$ cat src/rtl/alu_share_ctrl.sv
// Arbitrates two requesters onto one shared combinational ALU and returns each result over a valid/ready response port.
// Define ALU_ARB_FIXED_PRIO_EN for fixed priority (requester 0 wins); otherwise arbitration is round-robin.
module alu_share_ctrl #(
  parameter int EXEC_CYCLES = 1
) (
  input  logic        clk,
  input  logic        nRst,
  input  logic        req0_valid,
  input  logic        req1_valid,
  output logic        req0_ready,
  output logic        req1_ready,
  input  logic [31:0] req0_a,
  input  logic [31:0] req0_b,
  input  logic [31:0] req1_a,
  input  logic [31:0] req1_b,
  input  logic [5:0]  req0_op,
  input  logic [5:0]  req1_op,
  output logic [31:0] alu_a,
  output logic [31:0] alu_b,
  output logic [5:0]  alu_op,
  input  logic [31:0] alu_result,
  input  logic        alu_negative,
  input  logic        alu_zero,
  output logic        rsp_valid,
  input  logic        rsp_ready,
  output logic        rsp_id,
  output logic [31:0] rsp_result,
  output logic        rsp_negative,
  output logic        rsp_zero,
  output logic        busy
);

  localparam logic [5:0] OP_ERROR = 6'd38;
  localparam logic [1:0] LAST_CNT = 2'(EXEC_CYCLES - 1);

  typedef enum logic [1:0] {IDLE, EXEC, RESP} state_t;

  state_t      state_q, state_d;
  logic [1:0]  cnt_q, cnt_d;
  logic [31:0] a_q, a_d, b_q, b_d;
  logic [5:0]  op_q, op_d;
  logic        id_q, id_d;
  logic [31:0] res_q, res_d;
  logic        neg_q, neg_d, zero_q, zero_d;
  logic        grant_id, any_valid;
`ifndef ALU_ARB_FIXED_PRIO_EN
  logic        ptr_q, ptr_d;
`endif

  always_ff @(posedge clk) begin
    if (!nRst) begin
      state_q <= IDLE;
      cnt_q   <= '0;
      a_q     <= '0;
      b_q     <= '0;
      op_q    <= OP_ERROR;
      id_q    <= 1'b0;
      res_q   <= '0;
      neg_q   <= 1'b0;
      zero_q  <= 1'b0;
`ifndef ALU_ARB_FIXED_PRIO_EN
      ptr_q   <= 1'b0;
`endif
    end else begin
      state_q <= state_d;
      cnt_q   <= cnt_d;
      a_q     <= a_d;
      b_q     <= b_d;
      op_q    <= op_d;
      id_q    <= id_d;
      res_q   <= res_d;
      neg_q   <= neg_d;
      zero_q  <= zero_d;
`ifndef ALU_ARB_FIXED_PRIO_EN
      ptr_q   <= ptr_d;
`endif
    end
  end

  // ptr_q names the favoured requester, i.e. the one not granted last time.
  always_comb begin
    any_valid = req0_valid | req1_valid;
`ifdef ALU_ARB_FIXED_PRIO_EN
    grant_id  = ~req0_valid;
`else
    grant_id  = (req0_valid && req1_valid) ? ptr_q : ~req0_valid;
`endif
  end

  always_comb begin
    state_d    = state_q;
    cnt_d      = cnt_q;
    a_d        = a_q;
    b_d        = b_q;
    op_d       = op_q;
    id_d       = id_q;
    res_d      = res_q;
    neg_d      = neg_q;
    zero_d     = zero_q;
    req0_ready = 1'b0;
    req1_ready = 1'b0;
`ifndef ALU_ARB_FIXED_PRIO_EN
    ptr_d      = ptr_q;
`endif
    case (state_q)
      IDLE: begin
        if (any_valid) begin
          req0_ready = ~grant_id;
          req1_ready = grant_id;
          a_d        = grant_id ? req1_a : req0_a;
          b_d        = grant_id ? req1_b : req0_b;
          op_d       = grant_id ? req1_op : req0_op;
          id_d       = grant_id;
          cnt_d      = '0;
          state_d    = EXEC;
`ifndef ALU_ARB_FIXED_PRIO_EN
          ptr_d      = ~grant_id;
`endif
        end
      end
      EXEC: begin
        cnt_d = cnt_q + 2'd1;
        if (cnt_q == LAST_CNT) begin
          res_d   = alu_result;
          neg_d   = alu_negative;
          zero_d  = alu_zero;
          state_d = RESP;
        end
      end
      RESP: begin
        if (rsp_ready) state_d = IDLE;
      end
      default: state_d = IDLE;
    endcase
  end

  // The ALU sees a neutral ERROR operation whenever no operation is executing.
  always_comb begin
    alu_a        = (state_q == EXEC) ? a_q : 32'd0;
    alu_b        = (state_q == EXEC) ? b_q : 32'd0;
    alu_op       = (state_q == EXEC) ? op_q : OP_ERROR;
    rsp_valid    = (state_q == RESP);
    busy         = (state_q != IDLE);
    rsp_id       = id_q;
    rsp_result   = res_q;
    rsp_negative = neg_q;
    rsp_zero     = zero_q;
  end

endmodule

$ cat config.mk
export PLATFORM = sky130hd
export DESIGN_NAME = alu_share_ctrl
export DESIGN_NICKNAME = d
export VERILOG_FILES = /design/src/rtl/alu_share_ctrl.sv
export SDC_FILE = /design/constraint.sdc
export NUM_CORES = 1
export LEC_CHECK = 0
export BUFFER_PORTS_ARGS = -buffer_cell sky130_fd_sc_hd__buf_4
export CAP_MARGIN = 20
export CORE_AREA = 2 2 112 114
export CTS_BUF_LIST = sky130_fd_sc_hd__clkbuf_2 sky130_fd_sc_hd__clkbuf_4 sky130_fd_sc_hd__clkbuf_8
export DETAILED_ROUTE_END_ITERATION = 10
export DIE_AREA = 0 0 114 116
export GPL_ROUTABILITY_DRIVEN = 1
export PLACE_DENSITY = 0.88
export SETUP_SLACK_MARGIN = 0.2
export SLEW_MARGIN = 20
export SYNTH_ARGS = -nofsm -noshare
export SYNTH_HDL_FRONTEND = slang
export SYNTH_SLANG_ARGS = --single-unit
$ cat constraint.sdc
create_clock -name clk -period 3.2 [get_ports clk]
set_input_delay 0.48 -clock clk [delete_from_list [all_inputs] [get_ports clk]]
set_output_delay 0.48 -clock clk [all_outputs]
set_load 0.005 [all_outputs]
==> impl_metrics.toml, run 1 <==
[hold_path]
hp-class = "in2reg"
holdPathEnd = "op_q[2]"
hold_depth = 2
min_from = "nRst"

[floorplan]
fp.dieW_um = 114
core_um2 = 11900
start_util_pct = 43.1
die_h_um = 116
dieArea_um2 = 13200
row_count = 40
ios = 288

[clock_network]
h-tree-depth = 3
post_cts_resize_count = 0
clk_latency_ns = 0.37
clockBufferDepth = 2
post_cts_buffers = 0
ctsHoldBuffers = 0
clkTransAtPathRegs_ns = 0.11
cts_tree = "done"
clock-sinks = 110
clockRootBuffer = "clkbuf_8"
cts_buffers = 9

[setup_path]
end_kind = "output port"
worst_ep_required_time_ns = 2.72
cp_cell_sequence = "nor2b_4 -> buf_12 -> and2_1 -> buf_4"
r2r_slack_ns = 1.27
worst_path_max_delay_cell = "nor2b_4"
reg2reg_from = "ptr_q"
path_class = "reg2out"
start_kind = "flip-flop"
r2r-end = "a_q[27]"
crit_fanout = 44
slowest_delay_ns = 0.62
r2r_cells = 4
cp.arrival_ns = 2.13

[synth]
syn_area_um2 = 5130
synth_area_leaders = "dfxtp_1 (43%), nand3_1 (14%), a31oi_1 (8.2%)"
synth_top_area_share_pct = 42.9
synth-seq-cells = 110
syn_nets = 848
synth_cell_type_count = 28
syn_inst = 668
yosysSeqAreaShare_pct = 42.9
syn_area_per_cell_um2 = 7.68
synth_top_cell_by_area = "dfxtp_1"
ys_warn_count = 0

[global_routing]
grtUsageTotal_pct = 25.3
grt_overflow = 0
grt_pass1_wl_um = 26700
grt_pass1_vias = 5378
grt_max_degree = 72
antenna_found_initial = 0

[pwr]
p_leak_nw = 3.20
max-vdd-ir-drop_mv = 0.204
power_density_nw_per_um2 = 475

[sta]
slew_headroom_pct = 44.8
layout_min_cycle_time_ns = 2.61
final_hold_viol_count = 0
post-route-period-util_pct = 81.6
fmax_ghz = 0.383
finalSetupTns_ns = 0
skew_ns = 0.0125
worst_slack_ns = 0.588
tightest_slew_ns = 0.827
rsz0062_at_grt = "false"
slew_viol_final = 0
setup_viol = 0

[detailed_routing]
vias_per_cell = 5.57
finalWirelength_um = 17700
drc = 0
drtIter0Drc = 498
vias = 5878
wl_per_cell_um = 16.8
drtAntennaViolNets = 0
firstDrtPassIters = 6

[status]
status = "finished, final reports clean"

[layout]
utilization_pct = 62.7
diodes = 0
layout_commonest_cell = "buf_4"
nets = 1084
fillers = 1085
design_area_um2 = 7470
synthToLayoutAreaGrowth_pct = 45.6
final_cell_mix = "buf_4 (294), nand3_1 (140), dfxtp_1 (110)"
drive_gt1_share_pct = 35.5

[placement]
place_ws_ns = 0.989
dpl.hpwl_um = 12100
place_congestion = 0.849
port_buffers = 287
placed_area_um2 = 7260

[job]
maxCapViolCount = 0
-- through the flow --
step / total power, W / hold WS (ns) / instances
after CTS: 0.00356 / 0.306 / 1056
after global placement: 0.00267 / 0.443 / 1040
final: 0.00354 / 0.324 / 1056
after global routing: 0.00373 / 0.301 / 1056
after floorplan: 0.00222 / 0.451 / 668
after detailed placement: 0.00268 / 0.448 / 1040
-- where the power goes --
part / switching [W] / internal, W / total [W]
Sequential: 0.0000888 / 0.00153 / 0.00161
Clock: 0.000496 / 0.000389 / 0.000884
Combinational: 0.000573 / 0.000472 / 0.00105
Total: 0.00116 / 0.00239 / 0.00354
-- cell families after synthesis --
logic type	after synthesis	synth area share, %
buffers and inverters	79	7.66
adder cells (fa/ha/maj)	1	0.244
AND/OR/NAND/NOR	296	29.5
AO/OA/AOI/OAI	182	19.7
flip-flops	110	42.9
-- area by class of cell --
| cell class | count | area, um2 | area share (%) |
|---|---|---|---|
| clock buffers | 10 | 138 | 1.84 |
| clock inverters | 6 | 68.8 | 0.921 |
| inverters | 6 | 23.8 | 0.318 |
| multi-input cells | 479 | 2560 | 34.3 |
| flip-flops and latches | 110 | 2200 | 29.5 |
| well taps | 147 | 184 | 2.46 |
| repair buffers | 298 | 2290 | 30.6 |
-- per-layer routing --
metal	global-route usage [%]	up-vias	part of all wire [%]
met2	42.5	357	48
met3	6.90	41	9.3
met4	10.3	0	2.8
met5	0	-	0
li1	-	2816	-
met1	30.7	2664	40
-- sequential cells by signal (all words and copies together) (netlist names) --
register and flops:
rsp_result 32, b_q 32, rsp_id 1, cnt_q 2
rsp_negative 1, rsp_zero 1, state_q 2, op_q 6
ptr_q 1, a_q 32
-- worst max-delay path: cells and delay by family, from the launching register on --
kind	cells	cell delay (ns)
flip-flops	1	0.57
buffers and inverters	2	0.37
AND/OR/NAND/NOR	2	0.80
-- how the worst max path moves through the flow --
stage	start	endpoint	slack, ns	cells past startpoint
after global routing	state_q[0]	alu_b[1]	0.45	4
after detailed placement	state_q[0]	alu_a[22]	0.99	4
after floorplan	req0_valid	req1_ready	1.61	5
final	state_q[0]	alu_b[1]	0.59	4
after CTS	state_q[0]	alu_a[22]	0.57	4
after global placement	state_q[0]	alu_b[19]	1.07	4
-- cells in the mapped netlist --
library cell    n
inv_1           4
clkbuf_2        1
a21boi_2        1
nor2_1          1
nand3_1       140
nand2_1        72
inv_2           2
nand2b_1        6
dfxtp_1       110
o21ai_0        25
nand4_1         3
nor3b_2         1
nor2_4          1
a31oi_1        67
nand3b_2        1
nor2b_1         2
a21oi_1        39
a2111oi_0       1
o21ai_1        47
buf_4          13
nor3_1          1
o211ai_1        2
buf_2          25
clkbuf_1       32
buf_6           2
and3b_1         1
ha_1            1
and2_1         67
(Power assumes the default switching activity.)
==> run 2: changes to the inputs <==
==> constraint.sdc (replaced) <==
create_clock -name clk -period 2.51 [get_ports clk]
set_input_delay 0.3765 -clock clk [delete_from_list [all_inputs] [get_ports clk]]
set_output_delay 0.3765 -clock clk [all_outputs]
set_load 0.005 [all_outputs]
==> run 2 against run 1 <==
Net effect:
- sequential power increased by 27%
- clock skew decreased by 0.0030 ns
- clock-buffer cell count increased by 2
- flip-flop and latch count unchanged
- global-route usage decreased by 0.25 points
- critical path depth decreased by 1
- design area increased by 0.52%
- total power increased by 28%
- register-to-register slack got worse by 0.75 ns
- die area unchanged
- first-iteration DRC count decreased by 14%
- clock power increased by 29%
==> impl_metrics.toml, run 2 (synthesis gave the netlist of run 1 again) <==
[status]
status = "finished, final reports clean"

[clock_network]
ctsHoldBuffers = 0
clock-sinks = 110
cts_tree = "done"
clockRootBuffer = "clkbuf_8"
clk_latency_ns = 0.37
clockBufferDepth = 2
h-tree-depth = 3
cts_buffers = 9
clkTransAtPathRegs_ns = 0.10

[layout]
final_cell_mix = "buf_4 (299), nand3_1 (140), dfxtp_1 (110)"
drive_gt1_share_pct = 35.9
multi_input_area_um2 = 2560
fillers = 1045
instances_no_fill = 1061
seq_area_um2 = 2200
layout_commonest_cell = "buf_4"
nets = 1089
synthToLayoutAreaGrowth_pct = 46.4
diodes = 0

[hold_path]
hold_depth = 2
hp-class = "in2reg"

[placement]
port_buffers = 287
place_inst = 1044
dpl.hpwl_um = 12000
place_congestion = 0.838

[floorplan]
dieArea_um2 = 13200
ios = 288
fp.dieW_um = 114
row_count = 40
die_h_um = 116
core_um2 = 11900
start_util_pct = 43.1

[sta]
slew_viol_final = 0
finalSetupTns_ns = 0
rsz0062_at_grt = "false"
fmax_ghz = 0.463
tightest_slew_ns = 0.708
post-route-period-util_pct = 86.1
layout_min_cycle_time_ns = 2.16
slew_headroom_pct = 52.5
skew_ns = 0.00954
setup_viol = 0
final_hold_viol_count = 0

[job]
maxCapViolCount = 0

[global_routing]
grt_pass1_vias = 5529
grt_pass1_wl_um = 26800
grtUsageTotal_pct = 25.0
antenna_found_initial = 0
grt_overflow = 0
grt_max_degree = 68

[pwr]
p_leak_nw = 3.22
power_density_nw_per_um2 = 604
max-vdd-ir-drop_mv = 0.253

[setup_path]
reg2reg_from = "state_q[0]"
r2r_cells = 5
r2r-end = "b_q[29]"
cp.arrival_ns = 1.78
worstSetupEndpoint = "busy"
worst_ep_required_time_ns = 2.13
start_kind = "flip-flop"
crit_fanout = 37
end_kind = "output port"
cp-startpoint = "state_q[0]"
path_class = "reg2out"
r2r_slack_ns = 0.52

[detailed_routing]
firstDrtPassIters = 5
finalWirelength_um = 17300
vias_per_cell = 5.51
drtIter0Drc = 428
vias = 5849
drtAntennaViolNets = 0
drc = 0
wl_per_cell_um = 16.3
-- run 2: cell count changes in the layout (fill, tap and decap cells not counted) --
| cell | change |
|---|---|
| buf_12 | -1 |
| buf_4 | +5 |
| buf_8 | +1 |
| clkbuf_4 | +1 |
| clkbuf_8 | +1 |
| clkinv_2 | -1 |
| clkinv_4 | -2 |
| clkinvlp_4 | +1 |
-- run 2: per-stage QoR --
| step | hold slack (ns) | utilization [%] | worst slack, ns | power [W] | cell area [um2] |
|---|---|---|---|---|---|
| 2_1_floorplan | 0.450 | - | 1.04 | 0.00284 | 5130 |
| 3_3_place_gp | 0.443 | 61.1 | 0.514 | 0.00340 | 7280 |
| 3_5_place_dp | 0.448 | 61.1 | 0.500 | 0.00342 | 7280 |
| 4_1_cts | 0.214 | 63.0 | 0.262 | 0.00455 | 7500 |
| 5_1_grt | 0.203 | 63.0 | 0.208 | 0.00479 | 7510 |
| 6_report | 0.231 | 63.0 | 0.349 | 0.00453 | 7510 |
-- run 2: worst min-delay path by stage --
| stage | start | to | slack [ns] |
|---|---|---|---|
| 5_1_grt | nRst | op_q[1] | 0.20 |
| 3_5_place_dp | rsp_result[29] | rsp_result[29] | 0.45 |
| 4_1_cts | nRst | op_q[2] | 0.21 |
| 3_3_place_gp | rsp_result[17] | rsp_result[17] | 0.44 |
| 6_report | nRst | op_q[1] | 0.23 |
| 2_1_floorplan | nRst | op_q[1] | 0.45 |
-- run 2: worst max-delay path, stage by stage, from the launching register on --
cell and delay [ns]:
dfxtp_1 0.59, nor2_4 0.10, inv_2 0.50, buf_4 0.22
-- run 2: timing repair --
item | 4_1_cts | 5_1_grt
resized for setup | 1 | 2
setup endpoints to repair | 5 | 1
setup buffers | 1 | 0
-- run 2: area by class of cell --
class | count | area share [%]
clock buffer | 12 | 2.12
clock inverter | 4 | 0.717
inverter | 6 | 0.317
multi-input combinational | 479 | 34.2
sequential | 110 | 29.3
tap | 147 | 2.45
timing repair buffer | 303 | 30.9
-- run 2: where the power goes --
| part | switching (W) | total [W] | internal, W |
|---|---|---|---|
| registers | 0.000104 | 0.00205 | 0.00195 |
| clock network | 0.000604 | 0.00114 | 0.000532 |
| logic | 0.000732 | 0.00135 | 0.000616 |
| total | 0.00144 | 0.00453 | 0.00309 |
-- run 2: per-layer routing --
metal	up-vias	GRT usage [%]	routed length, um
met3	41	6.07	1520
li1	2839	-	-
met1	2668	30.1	6800
met2	301	42.7	8450
met4	0	10.7	564
met5	-	0	0
